===== src/rtl/gmii_rx.sv =====
// GMII receive path: SFD hunt, MAC/IP/UDP filter, video/audio payload split.
// Define RX_CRC_CHECK_EN to verify the Ethernet FCS before signalling frame_done.
module gmii_rx #(
  parameter logic [47:0] own_mac       = 48'h002345678902,
  parameter logic [15:0] udp_port      = 16'h3039,
  parameter logic [10:0] max_vid_pairs = 11'd640
) (
  input  logic        rx_clk,
  input  logic        sys_rst,
  input  logic        id,
  input  logic        rx_dv,
  input  logic        rx_er,
  input  logic [7:0]  rxd,
  input  logic        vid_full,
  output logic        vid_wr_en,
  output logic [31:0] vid_din,
  input  logic        aux_full,
  output logic        aux_wr_en,
  output logic [7:0]  aux_din,
  output logic        frame_done,
  output logic        frame_err,
  output logic [15:0] drop_cnt
);

  typedef enum logic [3:0] {
    S_WAIT, S_IDLE, S_PRE, S_HDR, S_IDENT,
    S_VHDR, S_VDATA, S_ADATA, S_TAIL, S_DROP
  } state_e;

  state_e      state_q, state_d;
  logic [5:0]  idx_q, idx_d;
  logic [15:0] ulen_q, ulen_d;
  logic [15:0] rem_q, rem_d;
  logic [15:0] hdr_q, hdr_d;
  logic [7:0]  y_q, y_d;
  logic        ph_q, ph_d;
  logic [10:0] pairs_q, pairs_d;
  logic [15:0] drop_q, drop_d;
  logic        vwr_q, vwr_d;
  logic [31:0] vdin_q, vdin_d;
  logic        awr_q, awr_d;
  logic [7:0]  adin_q, adin_d;
  logic        done_q, done_d;
  logic        err_q, err_d;
  logic        inc, abort, hdr_ok;
  logic [7:0]  mac_lo;

`ifdef RX_CRC_CHECK_EN
  logic [31:0] crc_q, crc_d;

  // Bits enter LSB first, as on the wire; good frames leave the magic residue.
  function automatic logic [31:0] crc_step(input logic [31:0] c,
                                           input logic [7:0] d);
    logic [31:0] r;
    r = c;
    for (int i = 0; i < 8; i++)
      r = {r[30:0], 1'b0} ^ ((r[31] ^ d[i]) ? 32'h04C11DB7 : 32'h0);
    return r;
  endfunction
`endif

  assign mac_lo = own_mac[7:0] - {7'd0, id};

  always_comb begin
    hdr_ok = 1'b1;
    case (idx_q)
      6'd0:    hdr_ok = (rxd == own_mac[47:40]);
      6'd1:    hdr_ok = (rxd == own_mac[39:32]);
      6'd2:    hdr_ok = (rxd == own_mac[31:24]);
      6'd3:    hdr_ok = (rxd == own_mac[23:16]);
      6'd4:    hdr_ok = (rxd == own_mac[15:8]);
      6'd5:    hdr_ok = (rxd == mac_lo);
      6'd12:   hdr_ok = (rxd == 8'h08);
      6'd13:   hdr_ok = (rxd == 8'h00);
      6'd23:   hdr_ok = (rxd == 8'h11);
      6'd36:   hdr_ok = (rxd == udp_port[15:8]);
      6'd37:   hdr_ok = (rxd == udp_port[7:0]);
      default: hdr_ok = 1'b1;
    endcase
  end

  always_comb begin
    state_d = state_q;
    idx_d   = idx_q;
    ulen_d  = ulen_q;
    rem_d   = rem_q;
    hdr_d   = hdr_q;
    y_d     = y_q;
    ph_d    = ph_q;
    pairs_d = pairs_q;
    vwr_d   = 1'b0;
    vdin_d  = vdin_q;
    awr_d   = 1'b0;
    adin_d  = adin_q;
    done_d  = 1'b0;
    err_d   = 1'b0;
    inc     = 1'b0;
    abort   = 1'b0;
`ifdef RX_CRC_CHECK_EN
    crc_d = crc_q;
    if (state_q == S_PRE)
      crc_d = 32'hFFFFFFFF;
    else if (rx_dv && state_q inside {S_HDR, S_IDENT, S_VHDR,
                                      S_VDATA, S_ADATA, S_TAIL})
      crc_d = crc_step(crc_q, rxd);
`endif
    unique case (state_q)
      S_WAIT: if (!rx_dv) state_d = S_IDLE;
      S_IDLE: if (rx_dv && rxd == 8'h55) state_d = S_PRE;
      S_PRE: begin
        if (!rx_dv) state_d = S_WAIT;
        else if (rxd == 8'hD5) begin
          state_d = S_HDR;
          idx_d   = 6'd0;
        end else if (rxd != 8'h55) state_d = S_WAIT;
      end
      S_HDR: begin
        if (!rx_dv) abort = 1'b1;
        else if (!hdr_ok) begin
          state_d = S_DROP;
          inc     = 1'b1;
        end else begin
          idx_d = idx_q + 6'd1;
          if (idx_q == 6'd38) ulen_d[15:8] = rxd;
          if (idx_q == 6'd39) begin
            ulen_d[7:0] = rxd;
            if ({ulen_q[15:8], rxd} < 16'd11) begin
              state_d = S_DROP;
              inc     = 1'b1;
            end
          end
          if (idx_q == 6'd41) state_d = S_IDENT;
        end
      end
      S_IDENT: begin
        rem_d   = ulen_q - 16'd9;
        idx_d   = 6'd0;
        pairs_d = 11'd0;
        if (!rx_dv) abort = 1'b1;
        else if (rxd == 8'h00) state_d = S_VHDR;
        else if (rxd == 8'h01) state_d = S_ADATA;
        else begin
          state_d = S_DROP;
          inc     = 1'b1;
        end
      end
      S_VHDR: begin
        if (!rx_dv) abort = 1'b1;
        else if (!idx_q[0]) begin
          hdr_d[15:8] = rxd;
          idx_d       = 6'd1;
        end else begin
          hdr_d[7:0] = rxd;
          rem_d      = rem_q - 16'd2;
          ph_d       = 1'b0;
          state_d    = (rem_q == 16'd2) ? S_TAIL : S_VDATA;
        end
      end
      S_VDATA: begin
        if (!rx_dv) abort = 1'b1;
        else begin
          rem_d = rem_q - 16'd1;
          ph_d  = ~ph_q;
          if (!ph_q) y_d = rxd;
          else if (!vid_full && pairs_q < max_vid_pairs) begin
            vwr_d   = 1'b1;
            vdin_d  = {hdr_q, y_q, rxd};
            pairs_d = pairs_q + 11'd1;
          end
          if (rem_q == 16'd1) state_d = S_TAIL;
        end
      end
      S_ADATA: begin
        if (!rx_dv) abort = 1'b1;
        else begin
          rem_d = rem_q - 16'd1;
          if (!aux_full) begin
            awr_d  = 1'b1;
            adin_d = rxd;
          end
          if (rem_q == 16'd1) state_d = S_TAIL;
        end
      end
      S_TAIL: begin
        if (!rx_dv) begin
          state_d = S_IDLE;
`ifdef RX_CRC_CHECK_EN
          if (crc_q == 32'hC704DD7B) done_d = 1'b1;
          else begin
            err_d = 1'b1;
            inc   = 1'b1;
          end
`else
          done_d = 1'b1;
`endif
        end
      end
      S_DROP: if (!rx_dv) state_d = S_IDLE;
      default: state_d = S_WAIT;
    endcase
    if (abort) begin
      state_d = S_IDLE;
      err_d   = 1'b1;
      inc     = 1'b1;
    end
    // A coding error discards the byte and forces a resync at the next gap.
    if (rx_er && state_q inside {S_PRE, S_HDR, S_IDENT, S_VHDR,
                                 S_VDATA, S_ADATA, S_TAIL}) begin
      state_d = S_WAIT;
      vwr_d   = 1'b0;
      awr_d   = 1'b0;
      done_d  = 1'b0;
      err_d   = 1'b1;
      inc     = 1'b1;
    end
    drop_d = (inc && drop_q != 16'hFFFF) ? drop_q + 16'd1 : drop_q;
  end

  always_ff @(posedge rx_clk) begin
    if (sys_rst) begin
      state_q <= S_WAIT;
      idx_q   <= '0;
      ulen_q  <= '0;
      rem_q   <= '0;
      hdr_q   <= '0;
      y_q     <= '0;
      ph_q    <= 1'b0;
      pairs_q <= '0;
      drop_q  <= '0;
      vwr_q   <= 1'b0;
      vdin_q  <= '0;
      awr_q   <= 1'b0;
      adin_q  <= '0;
      done_q  <= 1'b0;
      err_q   <= 1'b0;
`ifdef RX_CRC_CHECK_EN
      crc_q   <= 32'hFFFFFFFF;
`endif
    end else begin
      state_q <= state_d;
      idx_q   <= idx_d;
      ulen_q  <= ulen_d;
      rem_q   <= rem_d;
      hdr_q   <= hdr_d;
      y_q     <= y_d;
      ph_q    <= ph_d;
      pairs_q <= pairs_d;
      drop_q  <= drop_d;
      vwr_q   <= vwr_d;
      vdin_q  <= vdin_d;
      awr_q   <= awr_d;
      adin_q  <= adin_d;
      done_q  <= done_d;
      err_q   <= err_d;
`ifdef RX_CRC_CHECK_EN
      crc_q   <= crc_d;
`endif
    end
  end

  assign vid_wr_en  = vwr_q;
  assign vid_din    = vdin_q;
  assign aux_wr_en  = awr_q;
  assign aux_din    = adin_q;
  assign frame_done = done_q;
  assign frame_err  = err_q;
  assign drop_cnt   = drop_q;

endmodule


===== config.mk =====
export PLATFORM = sky130hd
export DESIGN_NAME = gmii_rx
export DESIGN_NICKNAME = d
export VERILOG_FILES = /design/src/rtl/gmii_rx.sv
export SDC_FILE = /design/constraint.sdc
export NUM_CORES = 1
export LEC_CHECK = 0
export ABC_AREA = 1
export CAP_MARGIN = 5
export CORE_MARGIN = 8
export CORE_UTILIZATION = 62
export CTS_CLUSTER_DIAMETER = 30
export CTS_CLUSTER_SIZE = 25
export DETAILED_ROUTE_END_ITERATION = 10
export PLACE_DENSITY = 0.86
export SLEW_MARGIN = 15
export SYNTH_ARGS = -nofsm -noshare
export SYNTH_HDL_FRONTEND = slang
export SYNTH_SLANG_ARGS = --single-unit

===== constraint.sdc =====
create_clock -name rx_clk -period 6.75 [get_ports rx_clk]
set_input_delay 1.0125 -clock rx_clk [delete_from_list [all_inputs] [get_ports rx_clk]]
set_output_delay 1.0125 -clock rx_clk [all_outputs]
set_load 0.01 [all_outputs]

==> results of run 1 <==
-- how the worst min path moves through the flow --
stage / endpoint / slack, ns
after floorplan: pairs_q[10]$_SDFFE_PP0P_ / 0.42
after global placement: pairs_q[10]$_SDFFE_PP0P_ / 0.43
after detailed placement: vid_din[7]$_SDFFE_PP0P_ / 0.44
after CTS: pairs_q[10]$_SDFFE_PP0P_ / 0.44
after global routing: vid_din[7]$_SDFFE_PP0P_ / 0.47
final: pairs_q[10]$_SDFFE_PP0P_ / 0.44
-- state kept, by name, summed over array words and instances (netlist names) --
register,flops
vid_din,32
drop_cnt,16
pairs_q,11
aux_wr_en,1
rem_q,16
y_q,8
frame_err,1
frame_done,1
aux_din,8
vid_wr_en,1
idx_q,6
ulen_q,16
ph_q,1
state_q,4
hdr_q,16
-- layout by cell type, fill, tap and decap left out, types with 5 or more instances in the layout --
| cell | netlist | layout |
|---|---|---|
| inv_2 | 7 | 8 |
| xnor2_1 | 8 | 8 |
| o22ai_1 | 5 | 5 |
| ha_1 | 12 | 12 |
| o211ai_1 | 6 | 6 |
| dfxtp_1 | 138 | 138 |
| a21oi_1 | 120 | 120 |
| a211oi_1 | 5 | 5 |
| inv_1 | 135 | 135 |
| clkinvlp_4 | 0 | 5 |
| o21ai_1 | 7 | 7 |
| nand3_1 | 88 | 88 |
| clkinv_1 | 8 | 7 |
| nor3_1 | 28 | 28 |
| nand2_2 | 14 | 14 |
| a21oi_2 | 10 | 10 |
| xor2_1 | 13 | 13 |
| nor2_2 | 7 | 7 |
| clkbuf_16 | 0 | 17 |
| clkdlybuf4s50_1 | 0 | 73 |
| nor2_1 | 101 | 101 |
| nand4_1 | 12 | 12 |
| nand2_1 | 156 | 156 |
| o21ai_0 | 96 | 96 |
-- kinds of logic after synthesis --
logic type               count (synthesis)
adder cells (fa/ha/maj)                 12
AO/OA/AOI/OAI                          270
multiplexers                             1
buffers and inverters                  193
AND/OR/NAND/NOR                        426
XOR/XNOR                                21
flip-flops                             138
-- metal layers --
layer	wire length (um)	part of all wire	vias up
li1	-	-	3613
met1	8430	0.42	3413
met2	9310	0.47	327
met5	0	0	-
met3	1570	0.079	52
met4	553	0.028	0
-- power groups by stage --
stage	Clock [mW]	Sequential, mW	Combinational [mW]
2_1_floorplan	0	0.853	0.160
3_3_place_gp	0	0.858	0.201
3_5_place_dp	0	0.858	0.204
4_1_cts	1.00	0.840	0.204
5_1_grt	1.04	0.842	0.229
6_report	0.998	0.841	0.208
-- critical path, cell delays in order --
cell and delay [ns]:
clkdlybuf4s50_1 0.91, clkinv_1 0.42, nand2_1 0.19, nand3_1 0.38
clkinv_1 0.44, o221ai_1 0.23, o21ai_0 0.20, a21oi_1 0.08
-- per-stage QoR --
step,setup WS (ns),hold WS [ns]
finish,3.15,0.441
global route,2.88,0.465
CTS,3.20,0.439
detailed placement,2.79,0.435
global placement,2.93,0.429
floorplan,4.13,0.418
-- cell type report --
cell class / instances / area [um2] / area share
clock buffer: 19 / 443 / 0.0511
clock inverter: 13 / 193 / 0.0222
inverter: 150 / 563 / 0.0650
multi-input combinational: 730 / 3770 / 0.435
sequential: 138 / 2760 / 0.319
tap: 143 / 179 / 0.0207
timing repair buffer: 76 / 751 / 0.0867
==> flow_summary.toml, run 1 <==
[critical_path]
reg2reg_to = "rem_q[7]$_SDFFE_PP0P_"
ff2ff_setup_slack_ns = 3.30
cp-endpoint = "rem_q[10]$_SDFFE_PP0P_"
startpoint_type = "input port"
crit_start = "rx_dv"
worstPathRequired_ns = 7.03
cp-end-kind = "flop"
arrival_ns = 3.88
r2r_start = "state_q[0]$_SDFFE_PP0P_"
crit_type = "input port to flop"
r2r_cells = 10
cp_max_fo = 18

[power]
ir_drop_v = 0.000264
seqPwrFrac = 0.411
power.switching_mw = 0.530
p_clk_frac = 0.487
p_leak_nw = 3.33
p_comb_frac = 0.102
p_int_mw = 1.52
power_mw = 2.05
switching_share = 0.259
power_density_nw_per_um2 = 236

[drt]
vias = 7405
wire_per_inst_um = 15.6
vias_per_cell = 5.84
routed_wl_um = 19900
drc_errors = 0
drtIter0Drc = 928
first_pass_iters = 7
detail-route-antenna-nets = 0

[timing]
fin_skew_ns = 0.00466
tightest_slew_ns = 1.10
period_minus_slack_ns = 3.60
report.final.slew_viol_count = 0
period_share = 0.534
tns_ns = 0
grt_setup_unrepaired = "no"
setup_viol = 0
relSlewSlack = 0.264
max_freq_mhz = 278
hold_viol = 0

[grt]
grtUsageMet1 = 0.310
antenna_found_initial = 0
grt_usage = 0.248
grt.overflow.total = 0
grt_pass1_wl_um = 32600
grt_max_degree = 66
grt_util_met2 = 0.401
gr-usage-met3 = 0.0557
grt_busiest_layer = "met2"
grt_pass1_vias = 6710

[floorplan]
dieArea_um2 = 15500
io_pins = 75
rows = 39
fp.dieH_um = 124
core_um2 = 11500
initial_utilization = 0.635
die_x_um = 124

[synthesis]
ys_types = 50
syn_area_um2 = 7280
synthTopCellsByArea = "dfxtp_1 38%, a21oi_1 8.2%, nand2_1 8.0%"
yosysTopAreaCell = "dfxtp_1"
synth_mux_area_frac = 0.00137
synth-compound-area-share = 0.204
synth_nets = 1088
yosysWarningCount = 0
yosys.area_share.simple = 0.266
postSynthCellCount = 1061
synth.top_cell.area_share = 0.379
synth_flop_cell = "dfxtp_1"
ys_ff_latch = 138
yosysMostFrequentCell = "nand2_1"
synthXorXnorAreaFrac = 0.0252
synth_edf_count = 0
synth_top_family_by_area = "simple AND/OR/NAND/NOR gates"
synth_fa_ha_area_frac = 0.0206
synthTopCellsByCount = "156 x nand2_1, 138 x dfxtp_1, 135 x inv_1"
avgSynthCellArea_um2 = 6.87
synthArstFlopShare = 0
ys_seq_area_frac = 0.379

[clock_tree]
cts_resized = 0
cts_max_level = 4
numCtsBuffers = 17
cts_tree = "yes"
cts_setup_buffers = 0
cts.sinks = 138
cts_buffer_depth = 2
path_clk_slew_ns = 0.06
ctsHoldBuffers = 0
clkLatencyLatePin_ns = 0.42
cts_root_buf = "clkbuf_16"

[finish]
num-nets-final = 1140
num_antenna_cells = 0
postLayoutCellArea_um2 = 8660
fin_util = 0.755
fill_cells = 882
finalNonFillerCells = 1269
area_growth_pct = 18.9
drive_gt1_frac = 0.0764

[outcome]
outcome = "finished clean"

[place]
place_area_um2 = 8030
dp_hpwl_um = 13600
port_buffers = 74
dp_cells = 1237
routabilityCongestion = 0.960

[hold_path]
hold_path.class = "flop to flop"
hold-path-cell-count = 2
min_from = "pairs_q[10]$_SDFFE_PP0P_"

[flow_run]
drv_cap = 0
Note: power is estimated with default switching activity, not from simulation.
==> inputs of run 2 (changes only) <==
Settings changed: CORE_UTILIZATION 62 to 57, PLACE_DENSITY 0.86 to 0.8.
Clock period 6.75 ns to 3.8 ns, I/O delays scaled along.
==> run 2 against run 1 <==
Power increased by 76%. Clock power increased by 72%. Non-clock buffer count increased by 10. Sequential share of layout area decreased by 0.32 points. Sequential power increased by 78%. Setup slack got worse by 2.3 ns. Register-to-register slack got worse by 2.4 ns. Highest routed layer unchanged.
==> flow_summary.toml, run 2 (synthesis results as in run 1) <==
[finish]
final_common_cell = "nand2_1"
drive_gt1_frac = 0.0845
area_growth_pct = 20.1
seq_area_um2 = 2760
num_antenna_cells = 0
multi_input_area_um2 = 3770
num-nets-final = 1150
fill_cells = 1061
postLayoutCellArea_um2 = 8750
layout_common_cells = "156 x nand2_1, 138 x dfxtp_1, 135 x inv_1"
largest_reg_flops = 32

[flow_run]
drv_cap = 0

[drt]
drtIter0Drc = 706
first_pass_iters = 5
wire_per_inst_um = 15.3
routed_wl_um = 20000
drc_errors = 0
vias_per_cell = 5.57
detail-route-antenna-nets = 0
vias = 7284

[timing]
grt_setup_unrepaired = "no"
tightest_slew_ns = 1.01
fin_skew_ns = 0.00479
period_minus_slack_ns = 2.92
relSlewSlack = 0.320
max_freq_mhz = 343
period_share = 0.768
setup_viol = 0
layout_setup_ws_ns = 0.883
hold_viol = 0
tns_ns = 0
report.final.slew_viol_count = 0
whs_ns = 0.444

[clock_tree]
cts_setup_buffers = 0
numCtsBuffers = 17
cts_max_level = 4
cts_root_buf = "clkbuf_16"
clkLatencyLatePin_ns = 0.43
cts.sinks = 138
cts_resized = 0
path_clk_slew_ns = 0.06
cts_tree = "yes"
ctsHoldBuffers = 0
cts_buffer_depth = 2

[floorplan]
fp.dieH_um = 129
die_x_um = 129
dieArea_um2 = 16700
rows = 41
io_pins = 75
initial_utilization = 0.580
core_um2 = 12600

[grt]
grt_pass1_vias = 6808
grt_usage = 0.242
grt_max_degree = 65
grt_pass1_wl_um = 32600
antenna_found_initial = 0
grt.overflow.total = 0

[critical_path]
arrival_ns = 3.22
slowest_stage = "dfxtp_1"
critical_path.top_delay_family = "simple AND/OR/NAND/NOR gates"
crit_type = "flop to flop"
cp_max_fo = 15
startpoint_type = "flop"
cp-end-kind = "flop"
r2r_cells = 16
worstPathRequired_ns = 4.11
crit_chain = "inv_1 > ha_1 > o211ai_1 > inv_1 > nor2_1 > nand2_1 > nand2_1 > nand2_1 > nor2_2 > nand3_2 > nand2_2 > nand2_2 > inv_2 > nand2_2 > o21ai_0 > a21oi_1"
path_depth = 16
cp_num_buf_inv = 3
slowest_delay_ns = 0.56

[power]
ir_drop_v = 0.000404
power_density_nw_per_um2 = 411
p_leak_nw = 3.37
power_mw = 3.60

[place]
dp_slack_ns = 0.725
port_buffers = 74
dp_hpwl_um = 13900
place_area_um2 = 8140
routabilityCongestion = 0.936

[outcome]
outcome = "finished clean"

[hold_path]
hold-path-cell-count = 2
hold_path.class = "flop to flop"
-- run 2: cell count changes in the layout (fill, tap and decap cells not counted) --
cell	change
buf_4	+10
clkinvlp_4	-2
clkinv_1	+1
inv_2	-1
clkbuf_1	-1
clkinv_4	+1
clkinv_2	+1
clkbuf_8	-1
inv_6	+3
bufinv_16	-1
-- run 2: worst reg2reg max path: stages, from the launching register on --
cell	delay [ns]
dfxtp_1	0.56
inv_1	0.14
ha_1	0.31
o211ai_1	0.29
inv_1	0.07
nor2_1	0.21
nand2_1	0.09
nand2_1	0.06
nand2_1	0.08
nor2_2	0.10
nand3_2	0.09
nand2_2	0.09
nand2_2	0.08
inv_2	0.08
nand2_2	0.17
o21ai_0	0.29
a21oi_1	0.08
-- run 2: power breakdown --
part / total (mW) / switching, mW / leakage (nW) / internal, mW
Combinational: 0.374 / 0.259 / 1.97 / 0.115
Sequential: 1.50 / 0.0353 / 1.11 / 1.46
Clock: 1.72 / 0.682 / 0.291 / 1.04
-- run 2: layer usage --
layer,vias up,track usage,wire [um]
li1,3631,-,-
met1,3357,0.296,8700
met2,260,0.412,9590
met3,36,0.0435,1280
met4,0,0.0988,382
met5,-,0,0
-- run 2: final timing paths --
path / start / to / slack (ns)
worst max-delay path: idx_q[0]$_SDFFE_PP0P_ / ulen_q[8]$_SDFFE_PP0P_ / 0.88
worst min-delay path: vid_din[7]$_SDFFE_PP0P_ / vid_din[7]$_SDFFE_PP0P_ / 0.44
worst max register to register: idx_q[0]$_SDFFE_PP0P_ / ulen_q[8]$_SDFFE_PP0P_ / 0.88
worst min register to register: vid_din[7]$_SDFFE_PP0P_ / vid_din[7]$_SDFFE_PP0P_ / 0.44
-- run 2: layout make-up --
type,instances,area share
inverters,150,0.0643
clock inverters,15,0.0214
multi-input cells,730,0.431
well taps,172,0.0246
repair buffers,86,0.0944
clock buffers,17,0.0486
flip-flops and latches,138,0.316
-- run 2: metrics by stage --
stage	utilization	instances
2_1_floorplan	-	1061
3_3_place_gp	0.648	1276
3_5_place_dp	0.648	1276
4_1_cts	0.696	1308
5_1_grt	0.696	1308
6_report	0.696	1308
==> inputs of run 3 (changes only) <==
Settings changed: CORE_UTILIZATION 57 to 52, PLACE_DENSITY 0.8 to 0.77.
Clock period 3.8 ns to 2.38 ns, I/O delays scaled along.
==> run 3 against run 2 <==
Clock-buffer cell count grew 2. Routed wire length rose by 5.7%. Setup slack worse by 0.82 ns.
==> flow_summary.toml, run 3 (synthesis results as in run 1) <==
[place]
place_area_um2 = 8590
routabilityCongestion = 0.920
dp_cells = 1340
port_buffers = 74
dp_hpwl_um = 14800

[finish]
layout_common_cells = "149 x nand2_1, 136 x dfxtp_1, 132 x inv_1"
num_antenna_cells = 0
area_growth_pct = 29.8
postLayoutCellArea_um2 = 9450
final_common_cell = "nand2_1"
fin_util = 0.686
fill_cells = 1175
drive_gt1_frac = 0.167
finalNonFillerCells = 1382
largest_reg_flops = 32
num-nets-final = 1216

[drt]
wire_per_inst_um = 15.3
drtIter0Drc = 645
routed_wl_um = 21100
drc_errors = 0
first_pass_iters = 5
detail-route-antenna-nets = 0
vias_per_cell = 5.45
vias = 7535

[power]
ir_drop_v = 0.000567
power_mw = 5.82
p_leak_nw = 3.73
power_density_nw_per_um2 = 616

[timing]
hold_viol = 0
period_share = 0.972
setup_viol = 0
whs_ns = 0.320
grt_setup_unrepaired = "yes"
max_freq_mhz = 432
relSlewSlack = 0.407
fin_skew_ns = 0.00852
report.final.slew_viol_count = 0
tightest_slew_ns = 0.883
period_minus_slack_ns = 2.31

[grt]
grt_pass1_vias = 6884
grt_usage = 0.226
grt.overflow.total = 0
grt_pass1_wl_um = 33100
grt_util_met2 = 0.377
gr-usage-met3 = 0.0479
grt_max_degree = 66
grtUsageMet1 = 0.284
grt_busiest_layer = "met2"
antenna_found_initial = 0

[critical_path]
cp-end-kind = "flop"
slowest_delay_ns = 0.37
worstPathRequired_ns = 2.74
arrival_ns = 2.68
slowest_stage = "dfxtp_4"
crit_type = "flop to flop"
startpoint_type = "flop"
crit_chain = "buf_6 > ha_4 > buf_4 > buf_4 > a32oi_1 > mux2i_1 > inv_2 > nand2_2 > nand2_2 > nor2_4 > buf_2 > o21ai_1 > a21oi_1"
cp_max_fo = 5

[floorplan]
io_pins = 75
fp.dieH_um = 134
rows = 43
dieArea_um2 = 18100
core_um2 = 13800
die_x_um = 134
initial_utilization = 0.529

[hold_path]
hold_path.class = "input port to flop"

[clock_tree]
cts_root_buf = "clkbuf_16"
cts_tree = "yes"
cts_max_level = 4
path_clk_slew_ns = 0.06
cts.sinks = 138
ctsHoldBuffers = 0
numCtsBuffers = 17
clkLatencyLatePin_ns = 0.43
cts_buffer_depth = 2

[flow_run]
drv_cap = 0

[outcome]
outcome = "finished clean"
[run 3: final cells by class]
cell class	instances	area, um2	area share
clock buffer	19	443	0.0469
clock inverter	13	134	0.0142
inverter	150	567	0.0600
multi-input combinational	731	3950	0.418
sequential	138	2770	0.293
tap	180	225	0.0238
timing repair buffer	151	1360	0.144
[run 3: what timing repair did]
item | CTS | global route
setup endpoints to repair | 34 | 43
gates cloned | 0 | 3
resized for setup | 6 | 56
buffers inserted | 2 | 5
pin swaps | 3 | 15
[run 3: metal layers]
metal | vias to the layer above | part of all wire
met4 | 0 | 0.019
met5 | - | 0
met1 | 3509 | 0.45
met2 | 219 | 0.48
li1 | 3772 | -
met3 | 35 | 0.055
[run 3: path summary, 6_finish.rpt]
| path | startpoint | to | slack, ns | cells past startpoint |
|---|---|---|---|---|
| worst min-delay path | sys_rst | pairs_q[8]$_SDFFE_PP0P_ | 0.32 | 4 |
| worst min register to register | vid_din[7]$_SDFFE_PP0P_ | vid_din[7]$_SDFFE_PP0P_ | 0.44 | 2 |
| worst max register to register | idx_q[0]$_SDFFE_PP0P_ | ulen_q[5]$_SDFFE_PP0P_ | 0.07 | 13 |
| worst max-delay path | idx_q[0]$_SDFFE_PP0P_ | ulen_q[5]$_SDFFE_PP0P_ | 0.07 | 13 |
[run 3: report_power, final]
group | internal (mW) | total [mW] | switching [mW]
Clock | 1.49 | 2.58 | 1.09
Combinational | 0.352 | 0.866 | 0.514
Sequential | 2.34 | 2.38 | 0.0402
Total | 4.18 | 5.82 | 1.64
[run 3: per-stage QoR]
stage | TNS (ns) | setup WS (ns)
floorplan | 0 | 0.0241
global placement | -0.810 | -0.0508
detailed placement | -2.60 | -0.110
CTS | 0 | 0.0181
global route | -1.77 | -0.109
finish | 0 | 0.0671
[run 3: critical path: cells and delay by family (launching register included)]
kind	cells	cell delay [ns]
simple gates	3	0.33
flops	1	0.37
buf+inv	5	0.62
fa+ha+maj	1	0.16
compound gates	3	0.50
mux	1	0.27
